--- src/rtl/serial_byte_framer_if.sv ---
// serial_byte_framer_if: serial line in, deframed byte bus and status out
interface serial_byte_framer_if;
    logic       in;
    logic [7:0] byte_out;
    logic       done;
    logic       frame_err;
    logic       busy;
    logic [7:0] byte_cnt;
    modport master (output in, input byte_out, done, frame_err, busy, byte_cnt);
    modport slave (input in, output byte_out, done, frame_err, busy, byte_cnt);
endinterface

--- src/rtl/serial_byte_framer.sv ---
// serial_byte_framer: start/8 data/stop deframer, one bit per clk, with framing error flag and good-byte count
module serial_byte_framer #(
    parameter bit LSB_FIRST  = 1'b1,
    parameter bit IDLE_LEVEL = 1'b1
) (
    input logic                 clk,
    input logic                 reset,
    serial_byte_framer_if.slave bus
);
    typedef enum logic [1:0] {IDLE, DATA, STOP, ERR} state_t;
    state_t     state_q, state_d;
    logic [7:0] shreg_q, shreg_d;
    logic [2:0] bit_cnt_q, bit_cnt_d;
    logic [7:0] byte_out_q, byte_out_d;
    logic [7:0] byte_cnt_q, byte_cnt_d;
    logic       done_q, done_d;
    logic       frame_err_q, frame_err_d;
    logic       busy_q, busy_d;
    always_comb begin
        state_d     = state_q;
        shreg_d     = shreg_q;
        bit_cnt_d   = bit_cnt_q;
        byte_out_d  = byte_out_q;
        byte_cnt_d  = byte_cnt_q;
        done_d      = 1'b0;
        frame_err_d = 1'b0;
        case (state_q)
            IDLE: begin
                if (bus.in == ~IDLE_LEVEL) begin
                    state_d   = DATA;
                    bit_cnt_d = 3'd0;
                end
            end
            DATA: begin
                shreg_d   = LSB_FIRST ? {bus.in, shreg_q[7:1]} : {shreg_q[6:0], bus.in};
                bit_cnt_d = bit_cnt_q + 3'd1;
                state_d   = (bit_cnt_q == 3'd7) ? STOP : DATA;
            end
            STOP: begin
                if (bus.in == IDLE_LEVEL) begin
                    byte_out_d = shreg_q;
                    byte_cnt_d = byte_cnt_q + 8'd1;
                    done_d     = 1'b1;
                    state_d    = IDLE;
                end else begin
                    frame_err_d = 1'b1;
                    state_d     = ERR;
                end
            end
            ERR: state_d = (bus.in == IDLE_LEVEL) ? IDLE : ERR;
        endcase
        busy_d = (state_d != IDLE);
    end
    always_ff @(posedge clk) begin
        if (reset) begin
            state_q     <= IDLE;
            shreg_q     <= 8'h00;
            bit_cnt_q   <= 3'd0;
            byte_out_q  <= 8'h00;
            byte_cnt_q  <= 8'h00;
            done_q      <= 1'b0;
            frame_err_q <= 1'b0;
            busy_q      <= 1'b0;
        end else begin
            state_q     <= state_d;
            shreg_q     <= shreg_d;
            bit_cnt_q   <= bit_cnt_d;
            byte_out_q  <= byte_out_d;
            byte_cnt_q  <= byte_cnt_d;
            done_q      <= done_d;
            frame_err_q <= frame_err_d;
            busy_q      <= busy_d;
        end
    end
    assign bus.byte_out  = byte_out_q;
    assign bus.byte_cnt  = byte_cnt_q;
    assign bus.done      = done_q;
    assign bus.frame_err = frame_err_q;
    assign bus.busy      = busy_q;
endmodule

--- src/flat_wrapper.sv ---
// flat-port wrapper written by rule: the top's interface ports become plain ports
module serial_byte_framer_flat 
#(
    parameter bit LSB_FIRST  = 1'b1,
    parameter bit IDLE_LEVEL = 1'b1
)
  (clk, reset, bus_in, bus_byte_out, bus_done, bus_frame_err, bus_busy, bus_byte_cnt);
  serial_byte_framer_if bus_i ();
  input logic clk;
  input logic reset;
  input wire logic [$bits(bus_i.in)-1:0] bus_in;
  output wire logic [$bits(bus_i.byte_out)-1:0] bus_byte_out;
  output wire logic [$bits(bus_i.done)-1:0] bus_done;
  output wire logic [$bits(bus_i.frame_err)-1:0] bus_frame_err;
  output wire logic [$bits(bus_i.busy)-1:0] bus_busy;
  output wire logic [$bits(bus_i.byte_cnt)-1:0] bus_byte_cnt;
  assign bus_i.in = bus_in;
  assign bus_byte_out = bus_i.byte_out;
  assign bus_done = bus_i.done;
  assign bus_frame_err = bus_i.frame_err;
  assign bus_busy = bus_i.busy;
  assign bus_byte_cnt = bus_i.byte_cnt;
  serial_byte_framer #(.LSB_FIRST(LSB_FIRST), .IDLE_LEVEL(IDLE_LEVEL)) u_core (.clk(clk), .reset(reset), .bus(bus_i));
endmodule
--- config.mk ---
export PLATFORM = sky130hd
export DESIGN_NAME = serial_byte_framer_flat
export DESIGN_NICKNAME = d
export VERILOG_FILES = /design/src/rtl/serial_byte_framer_if.sv /design/src/rtl/serial_byte_framer.sv /design/src/flat_wrapper.sv
export SDC_FILE = /design/constraint.sdc
export NUM_CORES = 1
export LEC_CHECK = 0
export BUFFER_PORTS_ARGS = -buffer_cell sky130_fd_sc_hd__buf_2
export CORE_ASPECT_RATIO = 1.75
export CORE_MARGIN = 1
export CORE_UTILIZATION = 35
export DETAILED_ROUTE_END_ITERATION = 6
export PLACE_DENSITY_LB_ADDON = 0.1
export REMOVE_ABC_BUFFERS = 1
export SLEW_MARGIN = 20
export SYNTH_ARGS = -nofsm -noshare
export SYNTH_HDL_FRONTEND = slang
export SYNTH_SLANG_ARGS = --single-unit
--- constraint.sdc ---
create_clock -name clk -period 1.95 [get_ports clk]
set_input_delay 0.585 -clock clk [delete_from_list [all_inputs] [get_ports clk]]
set_output_delay 0.585 -clock clk [all_outputs]
set_load 0.005 [all_outputs]
Yosys cells after proc, flatten, opt, wreduce, memory -nomap -nowiden
Cells that the tools add are included.
Word-level totals
  bits in registers: 32
  input port bits: 3
Cells by class
  add/subtract/negate cells: 2
  eq/ne operators: 5
  reductions and logical operators: 7
  bitwise operators: 1
  mux-type cells: 8
Operators by type and width (number)
  $add 8x1->8 const B: 1
  $mux 2: 3
  $pmux 2 s3: 1
  $pmux 3 s2: 1
  $eq 2x2->1 const B: 2
  $reduce_and 2->1: 2
  $reduce_bool 2->1: 2
  $reduce_or 2->1: 2
  $add 3x1->3 const B: 1
  $eq 3x3->1 const B: 1
  $mux 3: 1
  $eq 2x1->1 const B: 1
  $logic_not 2->1: 1
  $mux 1: 2
  $ne 2x2->1 const B: 1
  $not 1->1: 1

Longest topological paths before layout
Gate-level depths: netlist of the first run.
  depth after elaboration: 4
  depth in mapped cells: 4
  gate-level depth less buffers: 4

Least setup slack after synthesis of the first run
Ideal clock, no wire load.
  path type: input-to-reg
  start point: input bus_in
  end point: register u_core.byte_cnt_q[5], in the netlist u_core.bus.byte_cnt[5]
  buffers on the path: 0
  stages on the path: 3
  slack: 0.588 ns
  library setup time: 0.070 ns
  data arrival time: 1.292 ns
  cell sequence: nand3b_4 > or4_1 > a21oi_1
Between the ends
  word-level cells in the longest chain between the ends: 1
RTL lines
  from (decl): RTL line flat_wrapper.sv:11  | input wire logic [$bits(bus_i.in)-1:0] bus_in;
  $reduce_and 2->1 (no source line)
  to (signal assigned): RTL line serial_byte_framer.sv:69  | byte_cnt_q <= byte_cnt_d;
  to (decl): RTL line serial_byte_framer.sv:15  | logic [7:0] byte_cnt_q, byte_cnt_d;
No other way between the ends.
A chain may end at the register's enable or synchronous reset.

Worst setup path in the final report of the first run
  start point: register u_core.byte_cnt_q[3], in the netlist u_core.bus.byte_cnt[3]
  end point: output bus_byte_cnt[3]
RTL lines
  to (decl): RTL line flat_wrapper.sv:16  | output wire logic [$bits(bus_i.byte_cnt)-1:0] bus_byte_cnt;
No word-level cell between the ends.

==> run summary, run 1 <==
worst reg2reg endpoint = u_core.bus.byte_cnt[3]
Fillers = 330
internal power = 1.05 mW
initial DRC count = 23
critical path endpoint = bus_byte_cnt[3]
setup TNS = 0 ns
Worst path top cell family by delay = flip-flops
register share of total power = 50.6%
Slew Limit Fails = 0
count of state elements after synthesis = 32
Sw Ratio = 20.0%
CP Buf/Inv Count = 1
area of the core = 3210 sq um
nets = 169
crit share post-route = 75.0%
Synth top area share = 53.6%
routed length per instance = 11.6 um
GRT Residual Overflow = 0
Yosys warnings = 0
FF-to-FF path depth = 4
Worst-Skew Late Latency = 0.28 ns
Mapped Area = 1200 sq um
Slew @ Worst Pin = 0.398 ns
Post-CTS Hold Buffers = 0
commonest non-fill, non-tap cells in the layout = 39 x nand2_1, 32 x dfxtp_1, 27 x a21oi_1, 21 x buf_2, 6 x o21ai_0
row cnt = 27
Startpoint Class = flop
reg2reg start = u_core.state_q[1]
via count = 1011
fin util = 45.4%
GP Congestion = 0.691
clk root buf = clkbuf_8
ranking of synthesized cells by area = dfxtp_1 54%, nand2_1 12%, a21oi_1 11%, ha_1 3.1%, o21ai_0 2.5%
layout cells sized above 1 = 19.5%
Final Critical Period = 1.46 ns
worst setup path start = u_core.bus.byte_cnt[3]
Post-DP HPWL = 1680 um
Slew Limit Headroom = 73.5%
ANT cells = 0
achievable frequency = 684 MHz
Comb pwr share = 3.1%
RSZ-0062 raised after global routing = false
Layout area overhead = 21.8%
Crit Path Class = reg -> out
Fin. Hold Viols = 0
Netlist cell types = 24
number of global-route vias before repair = 924
hold path startpoint = u_core.bus.byte_out[7]
max incr delay on CP = 0.44 ns
Hold Crit Class = reg -> reg
Avg Inst Size Synth = 8.61 sq um
Final ANT Viol Nets = 0
clock network power share = 46.4%
die outline height = 79.3 um
Synth Instances = 139
Resized cells post-CTS = 0
CP Cell Sequence = buf_2
PwrDens = 904 nW/um^2
# Max-Cap Violations = 0
crit path capture type = output pin
TritonCTS Buffers = 5
post-place setup slack = 0.305 ns
first-pass GRT wire length = 4140 um
clk sinks = 32
DRT Wirelength = 2390 um
CTS clk-pin slew, worst paths = 0.06 ns
VDD IR max = 0.750 mV
Critical Path Slowest Stage Cell = dfxtp_1
H-tree depth reported by CTS = 2
CTS tree = yes
maximum number of pins on one net before global-route repair = 21
sw power = 0.264 mW
worst clock skew = 0.00412 ns
commonest non-fill, non-tap cell in the layout = nand2_1
crit path max fanout = 7
via density per instance = 4.88
CTS max path bufs = 2
Die ar. = 3660 sq um
Post-CTS Setup Inserts = 0
Yosys top cell by area = dfxtp_1
I/O pin cnt = 22
antenna violations before repair = 0
Die X = 46.2 um
DRT Pass-1 Iters = 4
PortBufs = 21
worst path arrival time = 0.88 ns
flop2flop setup slack = 0.56 ns
initial core utilization = 37.3%
Leak = 0.584 nW
outcome = complete, no violations
Remaining DRCs = 0
Setup-failing EPs final = 0
logic depth of the worst path, buffers included = 1
sequential area share after synthesis = 53.6%
WP data required = 1.36 ns
PnR worst setup slack = 0.488 ns
GRT Resource Usage Total = 15.8%
-- flip-flops by register name, summed over array words and instances (netlist names) --
| name | count |
|---|---|
| u_core.bus.byte_cnt | 8 |
| u_core.state_q | 2 |
| u_core.bus.busy | 1 |
| u_core.shreg_q | 8 |
| u_core.bus.frame_err | 1 |
| u_core.bus.done | 1 |
| u_core.bus.byte_out | 8 |
| u_core.bit_cnt_q | 3 |
-- layout make-up --
cell class	instances	area (sq um)	share of cell area [%]
flip-flops and latches	32	641	44.0
multi-input cells	100	527	36.2
repair buffers	24	128	8.76
clock buffers	6	72.6	4.98
well taps	43	53.8	3.69
clock inverters	2	35.0	2.41
-- logic make-up (layout without fill, tap and decap cells) --
| group | Yosys count | count (layout) | synth area share, % |
|---|---|---|---|
| AO/OA/AOI/OAI | 35 | 35 | 15.1 |
| XOR/XNOR | 2 | 2 | 1.46 |
| adder cells (fa/ha/maj) | 3 | 3 | 3.14 |
| buffers and inverters | 7 | 32 | 2.41 |
| flip-flops | 32 | 32 | 53.6 |
| AND/OR/NAND/NOR | 60 | 60 | 24.4 |
-- power groups by stage --
stage          clock network [mW]  registers (mW)  logic, mW
6_report                    0.611           0.666     0.0403
5_1_grt                     0.670           0.667     0.0464
4_1_cts                     0.636           0.665     0.0413
3_5_place_dp                    0           0.680     0.0412
3_3_place_gp                    0           0.680     0.0397
2_1_floorplan                   0           0.680     0.0175
-- worst reg2reg max path: stages (launching register included) --
cell and delay, ns:
dfxtp_1 0.49, nand3b_4 0.15, buf_4 0.19, or3_1 0.35
a21oi_1 0.15
-- layer usage --
metal,up-vias,share of wire (%),GRT usage (%)
met5,-,0,0
met1,468,44,17.6
met4,0,1.0,7.94
li1,518,-,-
met3,2,4.2,6.36
met2,23,50,24.8
-- how the worst min path moves through the flow --
stage,to,slack (ns),cells after the start
after CTS,u_core.bus.byte_out[6],0.46,2
final,u_core.bus.byte_out[7],0.45,2
after floorplan,u_core.bus.byte_out[0],0.43,2
after global routing,u_core.bus.byte_out[3],0.48,2
after detailed placement,u_core.bus.byte_out[3],0.45,2
after global placement,u_core.shreg_q[0],0.44,2
-- synth_stat cells --
| cell type | count |
|---|---|
| nor3_1 | 1 |
| or2b_1 | 1 |
| nand3b_4 | 1 |
| nand2b_1 | 2 |
| and2_1 | 1 |
| nand4b_1 | 1 |
| dfxtp_1 | 32 |
| or3_1 | 3 |
| o31ai_1 | 2 |
| or4_1 | 2 |
| and3b_1 | 1 |
| buf_2 | 2 |
| clkbuf_1 | 5 |
| xnor2_1 | 1 |
| a21oi_1 | 27 |
| nand4_1 | 2 |
| ha_1 | 3 |
| nor2b_1 | 1 |
| nand3_1 | 1 |
| xor2_1 | 1 |
| and2b_1 | 1 |
| o21ai_0 | 6 |
| nor2_1 | 3 |
| nand2_1 | 39 |
-- metrics by stage --
step	instance area, sq um	hold WS, ns	power (mW)	std cells
2_1_floorplan	1170	0.426	0.697	132
3_3_place_gp	1350	0.444	0.720	199
3_5_place_dp	1350	0.447	0.722	199
4_1_cts	1460	0.456	1.34	207
5_1_grt	1460	0.481	1.38	207
6_report	1460	0.453	1.32	207
(Power assumes the default switching activity.)
==> inputs of run 2 (changes only) <==
Clock period 1.95 ns to 1.47 ns, I/O delays scaled along.
==> run summary, run 2 (synthesis gave the netlist of run 1 again) <==
I/O pin cnt = 22 (unchanged)
GRT Resource Usage Total = 15.9% (was 15.8%)
WP data required = 1.69 ns (was 1.36 ns)
Die X = 46.2 um (unchanged)
DRT Pass-1 Iters = 4 (unchanged)
crit share post-route = 91.3%
GRT Residual Overflow = 0 (unchanged)
worst path arrival time = 1.56 ns (was 0.88 ns)
commonest non-fill, non-tap cell in the layout = nand2_1 (unchanged)
GRT met3 Usage = 4.77% (was 6.36%)
Remaining DRCs = 0 (unchanged)
max incr delay on CP = 0.49 ns (was 0.44 ns)
routed length per instance = 11.5 um (was 11.6 um)
crit path capture type = flop (was output pin)
Slew Limit Headroom = 74.1% (was 73.5%)
commonest non-fill, non-tap cells in the layout = 39 x nand2_1, 32 x dfxtp_1, 27 x a21oi_1, 21 x buf_2, 7 x buf_4 (was 39 x nand2_1, 32 x dfxtp_1, 27 x a21oi_1, 21 x buf_2, 6 x o21ai_0)
Fin. Hold Viols = 0 (unchanged)
PortBufs = 21 (unchanged)
crit path max fanout = 12 (was 7)
CTS tree = yes (unchanged)
Startpoint Class = flop (unchanged)
initial core utilization = 37.3% (unchanged)
Die ar. = 3660 sq um (unchanged)
GP Congestion = 0.723 (was 0.691)
clk root buf = clkbuf_8 (unchanged)
Cell Count, Final, Fillers Out = 211 (was 207)
DRT Wirelength = 2430 um (was 2390 um)
H-tree depth reported by CTS = 2 (unchanged)
CP Buf/Inv Count = 1 (unchanged)
worst reg2reg endpoint = u_core.bus.byte_cnt[3] (unchanged)
PwrDens = 1100 nW/um^2 (was 904 nW/um^2)
met2 usage = 26.8% (was 24.8%)
number of global-route vias before repair = 1012 (was 924)
Slew @ Worst Pin = 0.389 ns (was 0.398 ns)
Post-CTS Hold Buffers = 0 (unchanged)
setup TNS = 0 ns (unchanged)
PnR worst setup slack = 0.128 ns (was 0.488 ns)
outcome = complete, no violations (unchanged)
# Max-Cap Violations = 0 (unchanged)
CTS clk-pin slew, worst paths = 0.06 ns (about the same)
maximum number of pins on one net before global-route repair = 13 (was 21)
die outline height = 79.3 um (unchanged)
antenna violations before repair = 0 (unchanged)
Post-CTS Setup Inserts = 0 (unchanged)
flop2flop setup slack = 0.13 ns (was 0.56 ns)
via density per instance = 4.87 (was 4.88)
clk sinks = 32 (unchanged)
Resized cells post-CTS = 0 (unchanged)
via count = 1027 (was 1011)
FF-to-FF path depth = 4 (unchanged)
area of the core = 3210 sq um (unchanged)
placed cells = 203 (was 199)
Setup-failing EPs final = 0 (unchanged)
ANT cells = 0 (unchanged)
Post-DP HPWL = 1770 um (was 1680 um)
initial DRC count = 15 (was 23)
Layout area overhead = 23.0% (was 21.8%)
Final Critical Period = 1.34 ns
first-pass GRT wire length = 4260 um (was 4140 um)
achievable frequency = 745 MHz
Worst path top cell family by delay = flip-flops (unchanged)
CP Cell Sequence = nand3b_4 -> buf_4 -> or3_1 -> a21oi_1 (was buf_2)
nets = 173 (was 169)
Leak = 0.599 nW (was 0.584 nW)
post-place setup slack = 0.0183 ns (was 0.305 ns)
TritonCTS Buffers = 5 (unchanged)
GRT busiest layer = met2 (unchanged)
layout cells sized above 1 = 22.0% (was 19.5%)
worst clock skew = 0.00274 ns (was 0.00412 ns)
Slew Limit Fails = 0 (unchanged)
critical path endpoint = u_core.bus.byte_cnt[3] (was bus_byte_cnt[3])
VDD IR max = 0.682 mV (was 0.750 mV)
Worst-Skew Late Latency = 0.28 ns (about the same)
Critical Path Slowest Stage Cell = dfxtp_1 (unchanged)
logic depth of the worst path, buffers included = 4 (was 1)
Hold Crit Class = reg -> reg (unchanged)
CTS max path bufs = 2 (unchanged)
worst setup path start = u_core.state_q[1] (was u_core.bus.byte_cnt[3])
reg2reg start = u_core.state_q[1] (unchanged)
grt met1 use = 16.6% (was 17.6%)
Final ANT Viol Nets = 0 (unchanged)
Crit Path Class = reg -> reg (was reg -> out)
RSZ-0062 raised after global routing = false (unchanged)
row cnt = 27 (unchanged)
-- run 2: metal layers --
| layer | vias to the layer above | wire length, um |
|---|---|---|
| met1 | 472 | 1070 |
| met2 | 24 | 1200 |
| li1 | 525 | - |
| met5 | - | 0 |
| met3 | 6 | 91 |
| met4 | 0 | 65 |
-- run 2: worst reg2reg max path, stage by stage, from the launching register on --
cell      delay [ns]
dfxtp_1         0.49
nand3b_4        0.13
buf_4           0.19
or3_1           0.34
a21oi_1         0.13
-- run 2: worst min-delay path by stage --
stage / start / end / slack [ns] / cells past startpoint
2_1_floorplan: u_core.shreg_q[0] / u_core.bus.byte_out[0] / 0.43 / 2
3_3_place_gp: u_core.shreg_q[0] / u_core.shreg_q[0] / 0.45 / 2
3_5_place_dp: u_core.shreg_q[0] / u_core.shreg_q[0] / 0.45 / 2
4_1_cts: u_core.shreg_q[0] / u_core.shreg_q[0] / 0.46 / 2
5_1_grt: bus_in / u_core.shreg_q[7] / 0.48 / 3
6_report: u_core.shreg_q[0] / u_core.shreg_q[0] / 0.45 / 2
-- run 2: final cells by class --
type	instances	area, sq um
Clock inverter	2	10.0
Multi-Input combinational cell	100	527
Fill cell	346	1740
Clock buffer	6	82.6
Sequential cell	32	641
Tap cell	43	53.8
Timing Repair Buffer	28	158
-- run 2: per-stage QoR --
stage | utilization, % | power (mW) | hold slack, ns | instance area (sq um)
floorplan | - | 0.925 | 0.426 | 1170
global placement | 43.0 | 0.958 | 0.447 | 1380
detailed placement | 43.0 | 0.960 | 0.447 | 1380
CTS | 45.8 | 1.66 | 0.456 | 1470
global route | 45.8 | 1.70 | 0.482 | 1470
finish | 45.8 | 1.62 | 0.453 | 1470
-- run 2: report_power, final --
group          switching [mW]  leakage [nW]  internal (mW)
clock network           0.310        0.0510          0.373
logic                  0.0357         0.289         0.0202
registers             0.00703         0.259          0.877
==> inputs of run 3 (changes only) <==
Settings changed: BUFFER_PORTS_ARGS -buffer_cell sky130_fd_sc_hd__buf_2 to unset, DONT_BUFFER_PORTS set to 1.
==> run summary, run 3 (synthesis gave the netlist of run 1 again) <==
Post-CTS Hold Buffers = 0 (unchanged)
CTS clk-pin slew, worst paths = 0.07 ns (was 0.06 ns)
TritonCTS Buffers = 5 (unchanged)
crit share post-route = 92.7% (was 91.3%)
Slew Limit Fails = 0 (unchanged)
worst path arrival time = 1.58 ns (was 1.56 ns)
layout cells sized above 1 = 10.3% (was 22.0%)
DRT Pass-1 Iters = 4 (unchanged)
via count = 956 (was 1027)
initial DRC count = 19 (was 15)
CTS max path bufs = 2 (unchanged)
H-tree depth reported by CTS = 2 (unchanged)
critical path endpoint = u_core.bus.byte_cnt[4] (was u_core.bus.byte_cnt[3])
die outline height = 79.3 um (unchanged)
commonest non-fill, non-tap cells in the layout = 39 x nand2_1, 32 x dfxtp_1, 27 x a21oi_1, 7 x clkbuf_8 (was 39 x nand2_1, 32 x dfxtp_1, 27 x a21oi_1, 21 x buf_2, 7 x buf_4)
row cnt = 27 (unchanged)
Leak = 0.495 nW (was 0.599 nW)
worst setup path start = u_core.bus.byte_cnt[0] (was u_core.state_q[1])
achievable frequency = 734 MHz (was 745 MHz)
area of the core = 3210 sq um (unchanged)
Layout area overhead = 16.4% (was 23.0%)
clk root buf = clkbuf_8 (unchanged)
GRT Resource Usage Total = 13.8% (was 15.9%)
Die X = 46.2 um (unchanged)
GP Congestion = 0.696 (was 0.723)
design area = 1390 sq um (was 1470 sq um)
VDD IR max = 0.582 mV (was 0.682 mV)
Final ANT Viol Nets = 0 (unchanged)
Final Critical Period = 1.36 ns (was 1.34 ns)
I/O pin cnt = 22 (unchanged)
Worst-Skew Late Latency = 0.28 ns (about the same)
PwrDens = 1320 nW/um^2 (was 1100 nW/um^2)
clk sinks = 32 (unchanged)
CP Cell Sequence = ha_1 -> nand4b_1 -> or3_1 -> a21oi_1 (was nand3b_4 -> buf_4 -> or3_1 -> a21oi_1)
number of global-route vias before repair = 818 (was 1012)
outcome = complete, no violations (unchanged)
CTS tree = yes (unchanged)
DRT Wirelength = 2380 um (was 2430 um)
setup TNS = 0 ns (unchanged)
Startpoint Class = flop (unchanged)
worst reg2reg endpoint = u_core.bus.byte_cnt[4] (was u_core.bus.byte_cnt[3])
Area after DPL = 1250 sq um (was 1380 sq um)
Hold Crit Class = in -> reg (was reg -> reg)
first-pass GRT wire length = 3610 um (was 4260 um)
Fin. Hold Viols = 0 (unchanged)
Slew Limit Headroom = 74.8% (was 74.1%)
WP data required = 1.69 ns (about the same)
commonest non-fill, non-tap cell in the layout = nand2_1 (unchanged)
routed length per instance = 12.6 um (was 11.5 um)
Remaining DRCs = 0 (unchanged)
Resized cells post-CTS = 0 (unchanged)
Post-DP HPWL = 1590 um (was 1770 um)
antenna violations before repair = 0 (unchanged)
initial core utilization = 37.3% (unchanged)
Crit Path Class = reg -> reg (unchanged)
Critical Path Slowest Stage Cell = dfxtp_1 (unchanged)
maximum number of pins on one net before global-route repair = 32 (was 13)
via density per instance = 5.06 (was 4.87)
crit path max fanout = 4 (was 12)
max incr delay on CP = 0.40 ns (was 0.49 ns)
worst clock skew = 0.00336 ns (was 0.00274 ns)
RSZ-0062 raised after global routing = false (unchanged)
nets = 151 (was 173)
Setup-failing EPs final = 0 (unchanged)
PortBufs = 0 (was 21)
crit path capture type = flop (unchanged)
FF-to-FF path depth = 4 (unchanged)
reg2reg start = u_core.bus.byte_cnt[0] (was u_core.state_q[1])
ANT cells = 0 (unchanged)
Slew @ Worst Pin = 0.377 ns (was 0.389 ns)
# Max-Cap Violations = 0 (unchanged)
flop2flop setup slack = 0.11 ns (was 0.13 ns)
GRT Residual Overflow = 0 (unchanged)
Die ar. = 3660 sq um (unchanged)
run 3: report_power, final:
| part | internal (mW) | switching (mW) | total, mW | leakage, nW |
|---|---|---|---|---|
| Clock | 0.598 | 0.320 | 0.918 | 0.0645 |
| Sequential | 0.876 | 0.00747 | 0.884 | 0.259 |
| Combinational | 0.0136 | 0.0177 | 0.0313 | 0.172 |
| Total | 1.49 | 0.345 | 1.83 | 0.495 |
run 3: worst max-delay path, delay by kind of cell (launching register included):
kind,cells,cell delay [ns]
flops,1,0.40
fa+ha+maj,1,0.18
compound gates,1,0.14
simple gates,2,0.58
run 3: routing by layer:
layer | GRT usage, % | up-vias | part of all wire [%]
li1 | - | 481 | -
met1 | 14.3 | 448 | 42
met2 | 23.2 | 21 | 50
met3 | 4.77 | 6 | 5.6
met4 | 7.06 | 0 | 2.3
met5 | 0 | - | 0
run 3: per-stage QoR:
stage          utilization (%)  total power, mW  instances  setup WS [ns]  hold WS, ns
2_1_floorplan                -            0.925        132          0.169        0.426
3_3_place_gp              39.0            0.935        179          0.153        0.442
3_5_place_dp              39.0            0.935        179         0.0662        0.450
4_1_cts                   42.9             1.86        187         0.0471        0.214
5_1_grt                   43.4             1.90        189         0.0168        0.207
6_report                  43.4             1.83        189          0.107        0.221
run 3: cell type report:
type                       instances  area, sq um
fill                             325         1820
multi-input combinational        100          527
timing repair buffer               6         45.0
tap                               43         53.8
sequential                        32          641
clock inverter                     1         30.0
clock buffer                       7         96.3
run 3: timing repair:
action | CTS | global route
endpoints found under the setup margin | 0 | 2
hold endpoints to repair | 0 | 0
buffers inserted | 0 | 2
run 3: worst min path at each step:
stage                                  end  cells past startpoint  slack, ns               from
floorplan           u_core.bus.byte_out[0]                      2       0.43  u_core.shreg_q[0]
global placement         u_core.shreg_q[0]                      2       0.44  u_core.shreg_q[0]
detailed placement  u_core.bus.byte_out[0]                      2       0.45  u_core.shreg_q[0]
CTS                 u_core.bus.byte_out[2]                      1       0.21              reset
global route        u_core.bus.byte_cnt[5]                      1       0.21              reset
finish              u_core.bus.byte_out[2]                      1       0.22              reset
